### src/rtl/d7s_pkg.sv
// Shared types and constants for the multiplexed
// seven-segment scan controller.
package d7s_pkg;

    typedef enum logic [1:0] {
        IDLE  = 2'd0,
        BLANK = 2'd1,
        ON    = 2'd2
    } state_t;

    // Segment patterns {g,f,e,d,c,b,a} for hex 0..F.
    localparam logic [6:0] HEX7 [16] = '{
        7'h3F, 7'h06, 7'h5B, 7'h4F,
        7'h66, 7'h6D, 7'h7D, 7'h07,
        7'h7F, 7'h6F, 7'h77, 7'h7C,
        7'h39, 7'h5E, 7'h79, 7'h71
    };

    function automatic int idx_w(input int n);
        return (n <= 1) ? 1 : $clog2(n);
    endfunction

endpackage

### src/rtl/d7s_scan_ctrl_hex_to_seg7.sv
// Combinational hex nibble to seven-segment decoder.
// Active-high segments, seg[0] is segment a.
module hex_to_seg7
    import d7s_pkg::*;
(
    input  logic [3:0] nib,
    output logic [6:0] seg
);

    assign seg = HEX7[nib];

endmodule

### src/rtl/d7s_scan_ctrl.sv
// Scan scheduler for a multiplexed seven-segment display
// with frame-aligned commit of new display values.
module d7s_scan_ctrl
    import d7s_pkg::*;
#(
    parameter int NUM_DIGITS = 3,
    parameter int SCAN_DIV   = 10000,
    parameter int BLANK_CYC  = 16,
    parameter int CNT_W      = 16,
    parameter int IW         = idx_w(NUM_DIGITS)
) (
    input  logic                    clk,
    input  logic                    rst,
    input  logic                    en,
    input  logic                    load_valid,
    input  logic [4*NUM_DIGITS-1:0] load_data,
    output logic                    load_ready,
    output logic [NUM_DIGITS-1:0]   digit_sel,
    output logic [6:0]              seg,
    output logic [IW-1:0]           digit_idx,
    output logic                    frame_done
);

    localparam logic [CNT_W-1:0] ON_LAST =
        CNT_W'(SCAN_DIV - 1);
    localparam logic [CNT_W-1:0] BLANK_LAST =
        (BLANK_CYC > 0) ? CNT_W'(BLANK_CYC - 1) : '0;

    state_t                  state;
    logic [CNT_W-1:0]        timer;
    logic [4*NUM_DIGITS-1:0] active;
    logic [4*NUM_DIGITS-1:0] shadow;
    logic                    pending;

    logic                    on_end;
    logic                    last;
    logic                    accept;
    logic                    commit;
    logic [IW-1:0]           idx_nx;
    logic [4*NUM_DIGITS-1:0] act_nx;
    logic [3:0]              nib;
    logic [NUM_DIGITS-1:0]   sel_nx;
    logic [6:0]              seg_nx;

    assign load_ready = !pending;

    // Next-slot index and display value, so seg and
    // digit_sel are loaded together on the entry edge.
    always_comb begin
        on_end = (state == ON) && (timer == ON_LAST);
        last   = (digit_idx == IW'(NUM_DIGITS - 1));
        accept = load_valid && !pending;
        commit = pending &&
                 ((state == IDLE) || (en && on_end && last));
        idx_nx = digit_idx;
        if (state == IDLE)
            idx_nx = '0;
        else if (on_end)
            idx_nx = last ? '0 : digit_idx + IW'(1);
        act_nx = commit ? shadow : active;
        nib = '0;
        for (int i = 0; i < NUM_DIGITS; i++)
            if (idx_nx == IW'(i))
                nib = act_nx[4*i +: 4];
        sel_nx = NUM_DIGITS'(1) << idx_nx;
    end

    hex_to_seg7 u_dec (
        .nib (nib),
        .seg (seg_nx)
    );

    always_ff @(posedge clk) begin
        if (rst) begin
            state      <= IDLE;
            timer      <= '0;
            digit_idx  <= '0;
            digit_sel  <= '0;
            seg        <= '0;
            frame_done <= 1'b0;
            active     <= '0;
            shadow     <= '0;
            pending    <= 1'b0;
        end else begin
            frame_done <= 1'b0;
            if (accept) begin
                shadow  <= load_data;
                pending <= 1'b1;
            end
            if (commit) begin
                active  <= act_nx;
                pending <= 1'b0;
            end
            unique case (state)
                IDLE: begin
                    digit_sel <= '0;
                    seg       <= '0;
                    digit_idx <= '0;
                    timer     <= '0;
                    if (en) begin
                        if (BLANK_CYC == 0) begin
                            state     <= ON;
                            digit_sel <= sel_nx;
                            seg       <= seg_nx;
                        end else begin
                            state <= BLANK;
                        end
                    end
                end
                BLANK: begin
                    if (!en) begin
                        state     <= IDLE;
                        digit_idx <= '0;
                        timer     <= '0;
                    end else if (timer == BLANK_LAST) begin
                        state     <= ON;
                        timer     <= '0;
                        digit_sel <= sel_nx;
                        seg       <= seg_nx;
                    end else begin
                        timer <= timer + CNT_W'(1);
                    end
                end
                ON: begin
                    if (!en) begin
                        state     <= IDLE;
                        digit_sel <= '0;
                        seg       <= '0;
                        digit_idx <= '0;
                        timer     <= '0;
                    end else if (on_end) begin
                        timer     <= '0;
                        digit_idx <= idx_nx;
                        if (last)
                            frame_done <= 1'b1;
                        if (BLANK_CYC == 0) begin
                            digit_sel <= sel_nx;
                            seg       <= seg_nx;
                        end else begin
                            state     <= BLANK;
                            digit_sel <= '0;
                            seg       <= '0;
                        end
                    end else begin
                        timer <= timer + CNT_W'(1);
                    end
                end
                default: begin
                    state     <= IDLE;
                    digit_sel <= '0;
                    seg       <= '0;
                    digit_idx <= '0;
                    timer     <= '0;
                end
            endcase
        end
    end

endmodule

### config.mk
export PLATFORM = sky130hd
export DESIGN_NAME = d7s_scan_ctrl
export DESIGN_NICKNAME = d
export VERILOG_FILES = /design/src/rtl/d7s_pkg.sv /design/src/rtl/d7s_scan_ctrl_hex_to_seg7.sv /design/src/rtl/d7s_scan_ctrl.sv
export SDC_FILE = /design/constraint.sdc
export NUM_CORES = 1
export LEC_CHECK = 0
export ABC_AREA = 1
export BUFFER_PORTS_ARGS = -buffer_cell sky130_fd_sc_hd__buf_2
export CAP_MARGIN = 10
export CORE_AREA = 10 10 111 93
export DETAILED_ROUTE_END_ITERATION = 12
export DIE_AREA = 0 0 121 103
export GPL_ROUTABILITY_DRIVEN = 0
export GPL_TIMING_DRIVEN = 0
export PLACE_DENSITY = 0.63
export SYNTH_ARGS = -nofsm -noshare
export SYNTH_HDL_FRONTEND = slang
export SYNTH_HIERARCHICAL = 1
export SYNTH_SLANG_ARGS = --single-unit
### constraint.sdc
create_clock -name clk -period 5.6 [get_ports clk]
set_input_delay 0 -clock clk [delete_from_list [all_inputs] [get_ports clk]]
set_output_delay 0 -clock clk [all_outputs]
set_load 0.01 [all_outputs]
==> flow_summary.json, run 1 <==
{
  "dr.pass1.iters": 4,
  "timing.final.hold_violations": 0,
  "drt_iter0_markers": 84,
  "synth.area.top_cells": "dfxtp_1 39%, nand2_1 14%, nor2_1 7.3%",
  "cts_tree": "done",
  "synth_compound_area_frac": 0.0860,
  "clk_latency_ns": 0.32,
  "rows": 30,
  "ys_types": 32,
  "track_usage": 0.103,
  "max_freq_mhz": 345,
  "fp.dieW_um": 121,
  "cap_violations": 0,
  "r2r_start": "state[0]",
  "cts_sinks": 56,
  "worstSetupEndpointType": "flop",
  "fin_nets": 475,
  "startpoint_type": "flop",
  "port_buffers": 28,
  "crit_start": "state[0]",
  "grt_setup_unrepaired": "false",
  "final_cell_mix": "107 x nand2_1, 56 x nor2_1, 56 x dfxtp_1, 31 x inv_1, 29 x buf_2",
  "layout_commonest_cell": "nand2_1",
  "syn_avg_cell_area_um2": 7.17,
  "period_minus_slack_ns": 2.90,
  "wl_per_cell_um": 11.3,
  "clock_path_buffers": 2,
  "ant_nets": 0,
  "drcViolationCount": 0,
  "tns_ns": 0,
  "crit_fanout": 10,
  "synth_xor_area_frac": 0.0305,
  "finalSetupViolations": 0,
  "synth_fa_ha_area_frac": 0.0524,
  "powerDensity_nw_per_um2": 283,
  "hold_path_class": "in2reg",
  "syn_nets": 428,
  "drt_wl_total_mm": 6.32,
  "vias": 2508,
  "reg2reg_depth": 20,
  "skew_ns": 0.00520,
  "cp_data_required_time_ns": 5.79,
  "grt_overflow": 0,
  "arrival_ns": 3.10,
  "root_buffer": "clkbuf_8",
  "hpwl_mm": 4.83,
  "slew_headroom": 0.670,
  "area_growth_pct": 17.3,
  "die_h_um": 103,
  "p_leak_nw": 1.50,
  "synth_top_family_by_area": "simple AND/OR/NAND/NOR gates",
  "finalWorstSetupSlack_ns": 2.70,
  "grt_max_degree": 20,
  "crit_end": "seg[3]",
  "ys_seq_area_frac": 0.391,
  "r2r_slack_ns": 2.70,
  "clkTransAtPathRegs_ns": 0.11,
  "criticalPathCategory": "reg2reg",
  "slew_violations": 0,
  "synth_cells": 400,
  "netlist_area_um2": 2870,
  "ir_worst_vdd_mv": 0.129,
  "die_area_um2": 12500,
  "pin_count": 30,
  "ys_seq_elements": 56,
  "worstMarginPinSlew_ns": 0.494,
  "status": "completed",
  "pre_cts_ws_ns": 2.71,
  "synth_top_area_frac": 0.391,
  "final_util": 0.409,
  "n_fill_cell": 846,
  "cts.htree.levels": 2,
  "synth_area_leader_cell": "dfxtp_1",
  "post-cts-setup-buffers": 0,
  "fin_crit_sh": 0.518,
  "initial_utilization": 0.349,
  "diodes": 0,
  "core_um2": 8220,
  "regArea_um2": 1120,
  "grt_pass1_wl_mm": 10.7,
  "cts_buffers": 5,
  "synthSimpleGateAreaFrac": 0.374,
  "viasPerCell": 4.48,
  "r2r_end": "seg[3]",
  "multi_input_area_um2": 1560,
  "antenna_found_initial": 0,
  "grt_pass1_vias": 2331,
  "yosys_warnings": 6,
  "muxShareOfSynthArea": 0,
  "drive_gt1_frac": 0.161
}
kinds of logic after synthesis:
family	after synthesis
simple gates	229
compound gates	47
xor+xnor	10
flops	56
fa+ha+maj	12
buf+inv	46
flip-flops by register name (all words and copies together) (netlist names):
register    cells
state           2
digit_sel       3
timer          16
active         12
seg             7
frame_done      1
pending         1
shadow         12
digit_idx       2
synth_stat cells:
| master | number |
|---|---|
| nand2_1 | 107 |
| dfxtp_1 | 56 |
| nor2_1 | 56 |
| inv_1 | 31 |
| nand3_1 | 27 |
| a21oi_1 | 25 |
| o21ai_0 | 18 |
| nand2_2 | 14 |
| ha_1 | 12 |
| clkbuf_1 | 6 |
| nor3_1 | 6 |
| xor2_1 | 6 |
| inv_2 | 5 |
| xnor2_1 | 4 |
| nand2_4 | 3 |
| nand3_2 | 3 |
| nand4_1 | 3 |
| buf_4 | 2 |
| nor2_4 | 2 |
| nor3_4 | 2 |
| a211oi_1 | 1 |
| a31oi_1 | 1 |
| a41o_1 | 1 |
| and2_0 | 1 |
| buf_2 | 1 |
| buf_6 | 1 |
| nand3_4 | 1 |
| nand3b_1 | 1 |
| nand4_2 | 1 |
| nor2_8 | 1 |
| nor3b_1 | 1 |
| o211ai_1 | 1 |
worst min path at each step:
| stage | slack [ns] | depth (start not counted) | start | endpoint |
|---|---|---|---|---|
| final | 0.08 | 4 | load_valid | shadow[2] |
| after global routing | 0.11 | 4 | load_valid | shadow[2] |
| after CTS | 0.07 | 4 | load_valid | shadow[2] |
| after detailed placement | 0.25 | 3 | load_data[2] | shadow[2] |
| after global placement | 0.25 | 3 | load_data[5] | shadow[5] |
| after floorplan | 0.16 | 2 | load_data[0] | shadow[0] |
report_power, final:
part,total (mW),switching (mW),leakage (nW),internal (mW)
Sequential,0.438,0.0143,0.455,0.424
Combinational,0.278,0.188,0.999,0.0901
Clock,0.236,0.144,0.0463,0.0922
stage by stage:
step           cell area (um^2)  cells  total power [mW]  hold WS [ns]
2_1_floorplan              2870    400             0.655         0.164
3_3_place_gp               3150    540             0.712         0.251
3_5_place_dp               3150    540             0.717         0.253
4_1_cts                    3360    560             0.964        0.0667
5_1_grt                    3360    560              1.02         0.108
6_report                   3360    560             0.952        0.0817
layer usage:
metal  vias up  track usage  part of all wire
met3         9       0.0213             0.036
met2        42        0.163              0.42
li1       1363            -                 -
met5         -            0                 0
met1      1094        0.137              0.53
met4         0       0.0333             0.014
repair_timing:
| item | CTS | global route |
|---|---|---|
| resized for setup | 0 | 0 |
| endpoints found under the hold margin | 12 | 0 |
| hold buffers | 12 | 0 |
critical path, cell delays in order (launching register included):
cell and delay (ns):
dfxtp_1 0.34, inv_1 0.10, ha_1 0.24, nand2_1 0.12
nor3_1 0.19, nand3_2 0.16, nand2_4 0.15, nand2_4 0.08
buf_6 0.16, nand2_2 0.06, nand2_1 0.06, nand2_1 0.07
nand3_1 0.18, inv_1 0.19, ha_1 0.25, nand2_1 0.08
o21ai_0 0.09, nand2_1 0.07, nand2_1 0.05, nand2_1 0.06
a21oi_1 0.05
area by class of cell:
class / count / area share
buffer: 10 / 0.0160
clock buffer: 5 / 0.0205
clock inverter: 3 / 0.00818
inverter: 36 / 0.0402
multi-input combinational: 298 / 0.463
sequential: 56 / 0.333
tap: 112 / 0.0417
timing repair buffer: 40 / 0.0774
Note: power is estimated with default switching activity, not from simulation.
==> run 2: changes to the inputs <==
--- a/config.mk
+++ b/config.mk
@@ -5,15 +5,15 @@
 export SDC_FILE = /design/constraint.sdc
 export NUM_CORES = 1
 export LEC_CHECK = 0
-export ABC_AREA = 1
+export ABC_AREA = 0
 export BUFFER_PORTS_ARGS = -buffer_cell sky130_fd_sc_hd__buf_2
 export CAP_MARGIN = 10
-export CORE_AREA = 10 10 111 93
+export CORE_AREA = 10 10 112 94
 export DETAILED_ROUTE_END_ITERATION = 12
-export DIE_AREA = 0 0 121 103
+export DIE_AREA = 0 0 122 104
 export GPL_ROUTABILITY_DRIVEN = 0
 export GPL_TIMING_DRIVEN = 0
-export PLACE_DENSITY = 0.63
+export PLACE_DENSITY = 0.64
 export SYNTH_ARGS = -nofsm -noshare
 export SYNTH_HDL_FRONTEND = slang
 export SYNTH_HIERARCHICAL = 1
==> constraint.sdc (replaced) <==
create_clock -name clk -period 2.6 [get_ports clk]
set_input_delay 0 -clock clk [delete_from_list [all_inputs] [get_ports clk]]
set_output_delay 0 -clock clk [all_outputs]
set_load 0.01 [all_outputs]
==> run 2 against run 1 <==
The run now ends with setup timing left; core utilization up 4.8 points; first-iteration DRC count up 20%; synthesized area up 0.83%; via count up 0.96%; combinational power up 61%; critical path type unchanged; critical endpoint unchanged; largest power group unchanged.
==> flow_summary.json, run 2 <==
{
  "r2r_end": "seg[3]",
  "pre_cts_ws_ns": -0.889,
  "core_um2": 8300,
  "design_area_um2": 3800,
  "max_freq_mhz": 316,
  "synth_fa_ha_area_frac": 0.0519,
  "p_switching_mw": 0.581,
  "ys_types": 50,
  "drt_wl_total_mm": 7.28,
  "worstHoldEndpoint": "shadow[2]",
  "r2r_slack_ns": -0.57,
  "clk_latency_ns": 0.33,
  "powerDensity_nw_per_um2": 489,
  "min_path_cells": 4,
  "pin_count": 30,
  "crit_fanout": 5,
  "comb_power_share": 0.240,
  "viasPerCell": 4.95,
  "synth_top_area_frac": 0.388,
  "synth_area_leader_cell": "dfxtp_1",
  "internal-power_mw": 1.28,
  "yosysMostFrequentCell": "dfxtp_1",
  "cts_buffers": 5,
  "syn_avg_cell_area_um2": 8.71,
  "worstSetupEndpointType": "flop",
  "die_h_um": 104,
  "slew_violations": 0,
  "arrival_ns": 3.37,
  "dr.pass1.iters": 4,
  "power_mw": 1.86,
  "skew_ns": 0.0100,
  "ys.flop_type": "dfxtp_1",
  "hold_path_class": "in2reg",
  "clkTransAtPathRegs_ns": 0.11,
  "fin_crit_sh": 1.22,
  "grt_overflow": 0,
  "drcViolationCount": 0,
  "cts_sinks": 56,
  "timing.final.hold_violations": 0,
  "top_register": "timer",
  "r2r_start": "timer[4]",
  "grt_max_degree": 19,
  "p_seq_frac": 0.488,
  "synth_top_family_by_area": "simple AND/OR/NAND/NOR gates",
  "vias": 2532,
  "synth_common_cells": "56 x dfxtp_1, 49 x nor2_1, 45 x nand2_1",
  "synth_edf_count": 0,
  "largest_register_ffs": 16,
  "async_flop_share": 0,
  "reg_top3": "timer (16), active (12), shadow (12)",
  "initial_utilization": 0.349,
  "ys_seq_elements": 56,
  "finalWorstSetupSlack_ns": -0.567,
  "p_sw_frac": 0.313,
  "grt_pass1_wl_mm": 11.9,
  "drive_gt1_frac": 0.298,
  "cts.htree.levels": 2,
  "hpwl_mm": 5.09,
  "ant_nets": 0,
  "p_leak_nw": 1.46,
  "yosys_warnings": 6,
  "drt_iter0_markers": 101,
  "netlist_area_um2": 2890,
  "synth.area.top_cells": "dfxtp_1 39%, nor2_1 6.4%, nand2_1 5.8%",
  "synthSimpleGateAreaFrac": 0.245,
  "reg2reg_depth": 11,
  "syn_nets": 360,
  "rows": 30,
  "ir_worst_vdd_mv": 0.280,
  "hold_path.startpoint": "load_valid",
  "tns_ns": -3.26,
  "cap_violations": 0,
  "violations": "setup timing",
  "criticalPathCategory": "reg2reg",
  "worstMarginPinSlew_ns": 1.05,
  "clock_path_buffers": 2,
  "ys_seq_area_frac": 0.388,
  "synth_cells": 332,
  "fp.dieW_um": 122,
  "muxShareOfSynthArea": 0.109,
  "cts_tree": "done",
  "port_buffers": 27,
  "diodes": 0,
  "startpoint_type": "flop",
  "root_buffer": "clkbuf_8",
  "fin_nets": 426,
  "finalSetupViolations": 7,
  "dp_cells": 471,
  "wl_per_cell_um": 14.2,
  "synth_xor_area_frac": 0.0454,
  "track_usage": 0.113,
  "final_util": 0.458,
  "synth_compound_area_frac": 0.124,
  "antenna_found_initial": 0,
  "whs_ns": 0.0946,
  "die_area_um2": 12700,
  "cp_data_required_time_ns": 2.80,
  "period_minus_slack_ns": 3.17,
  "pwr-share-clk": 0.272,
  "instances_no_fill": 511,
  "grt_pass1_vias": 2442,
  "grt_setup_unrepaired": "true",
  "status": "finished with violations",
  "placed_cell_area_um2": 3270,
  "slew_headroom": 0.303,
  "final_cell_mix": "47 x nor2_1, 47 x dfxtp_1, 45 x nand2_1, 29 x buf_2, 24 x a21oi_1",
  "area_growth_pct": 31.3
}
==> run 2: worst max-delay path, cell delays in order (launching register included) <==
cell and delay [ns]:
dfxtp_4 0.38, nor4_4 0.38, nand4_4 0.18, or3_4 0.40, mux2_4 0.31, mux2_4 0.29, o2bb2ai_4 0.14, inv_2 0.11
ha_4 0.21, mux4_2 0.47, a22oi_2 0.13, nor2_1 0.05
==> run 2: cell families after synthesis <==
family	after synthesis
simple gates	140
fa+ha+maj	12
compound gates	55
xor+xnor	15
mux	28
buf+inv	26
flops	56
==> run 2: worst max-delay path by stage <==
stage,startpoint,to,slack (ns),cells after the start
after global routing,timer[4],seg[3],-0.69,12
after floorplan,timer[1],seg[3],-0.45,13
after detailed placement,state[1],seg[3],-0.89,14
after global placement,state[0],seg[3],-0.78,14
final,timer[4],seg[3],-0.57,11
after CTS,timer[7],seg[3],-0.60,11
==> run 2: what timing repair did <==
action,in CTS,in global routing
endpoints found under the setup margin,7,7
pin swaps,7,14
setup buffers,11,11
endpoints found under the hold margin,12,0
resized for setup,16,27
hold buffers,14,0
==> run 2: per-layer routing <==
layer | GRT usage | wire length [um] | vias up
met3 | 0.0309 | 288 | 6
met2 | 0.166 | 3180 | 39
met1 | 0.158 | 3740 | 1204
li1 | - | - | 1283
met5 | 0 | 0 | -
met4 | 0.0264 | 67 | 0
==> run 2: cell type report <==
cell class | count | area, um^2
sequential | 56 | 1130
clock buffer | 5 | 68.8
tap | 112 | 140
fill | 855 | 4500
timing repair buffer | 63 | 448
multi-input combinational | 250 | 1890
clock inverter | 3 | 23.8
inverter | 10 | 40.0
buffer | 12 | 55.1
==> run 2: power groups by stage <==
| stage | registers [mW] | clock network [mW] | logic [mW] |
|---|---|---|---|
| 3_5_place_dp | 0.923 | 0 | 0.364 |
| 5_1_grt | 0.911 | 0.551 | 0.493 |
| 4_1_cts | 0.907 | 0.517 | 0.414 |
| 6_report | 0.907 | 0.504 | 0.447 |
| 3_3_place_gp | 0.922 | 0 | 0.353 |
| 2_1_floorplan | 0.917 | 0 | 0.280 |
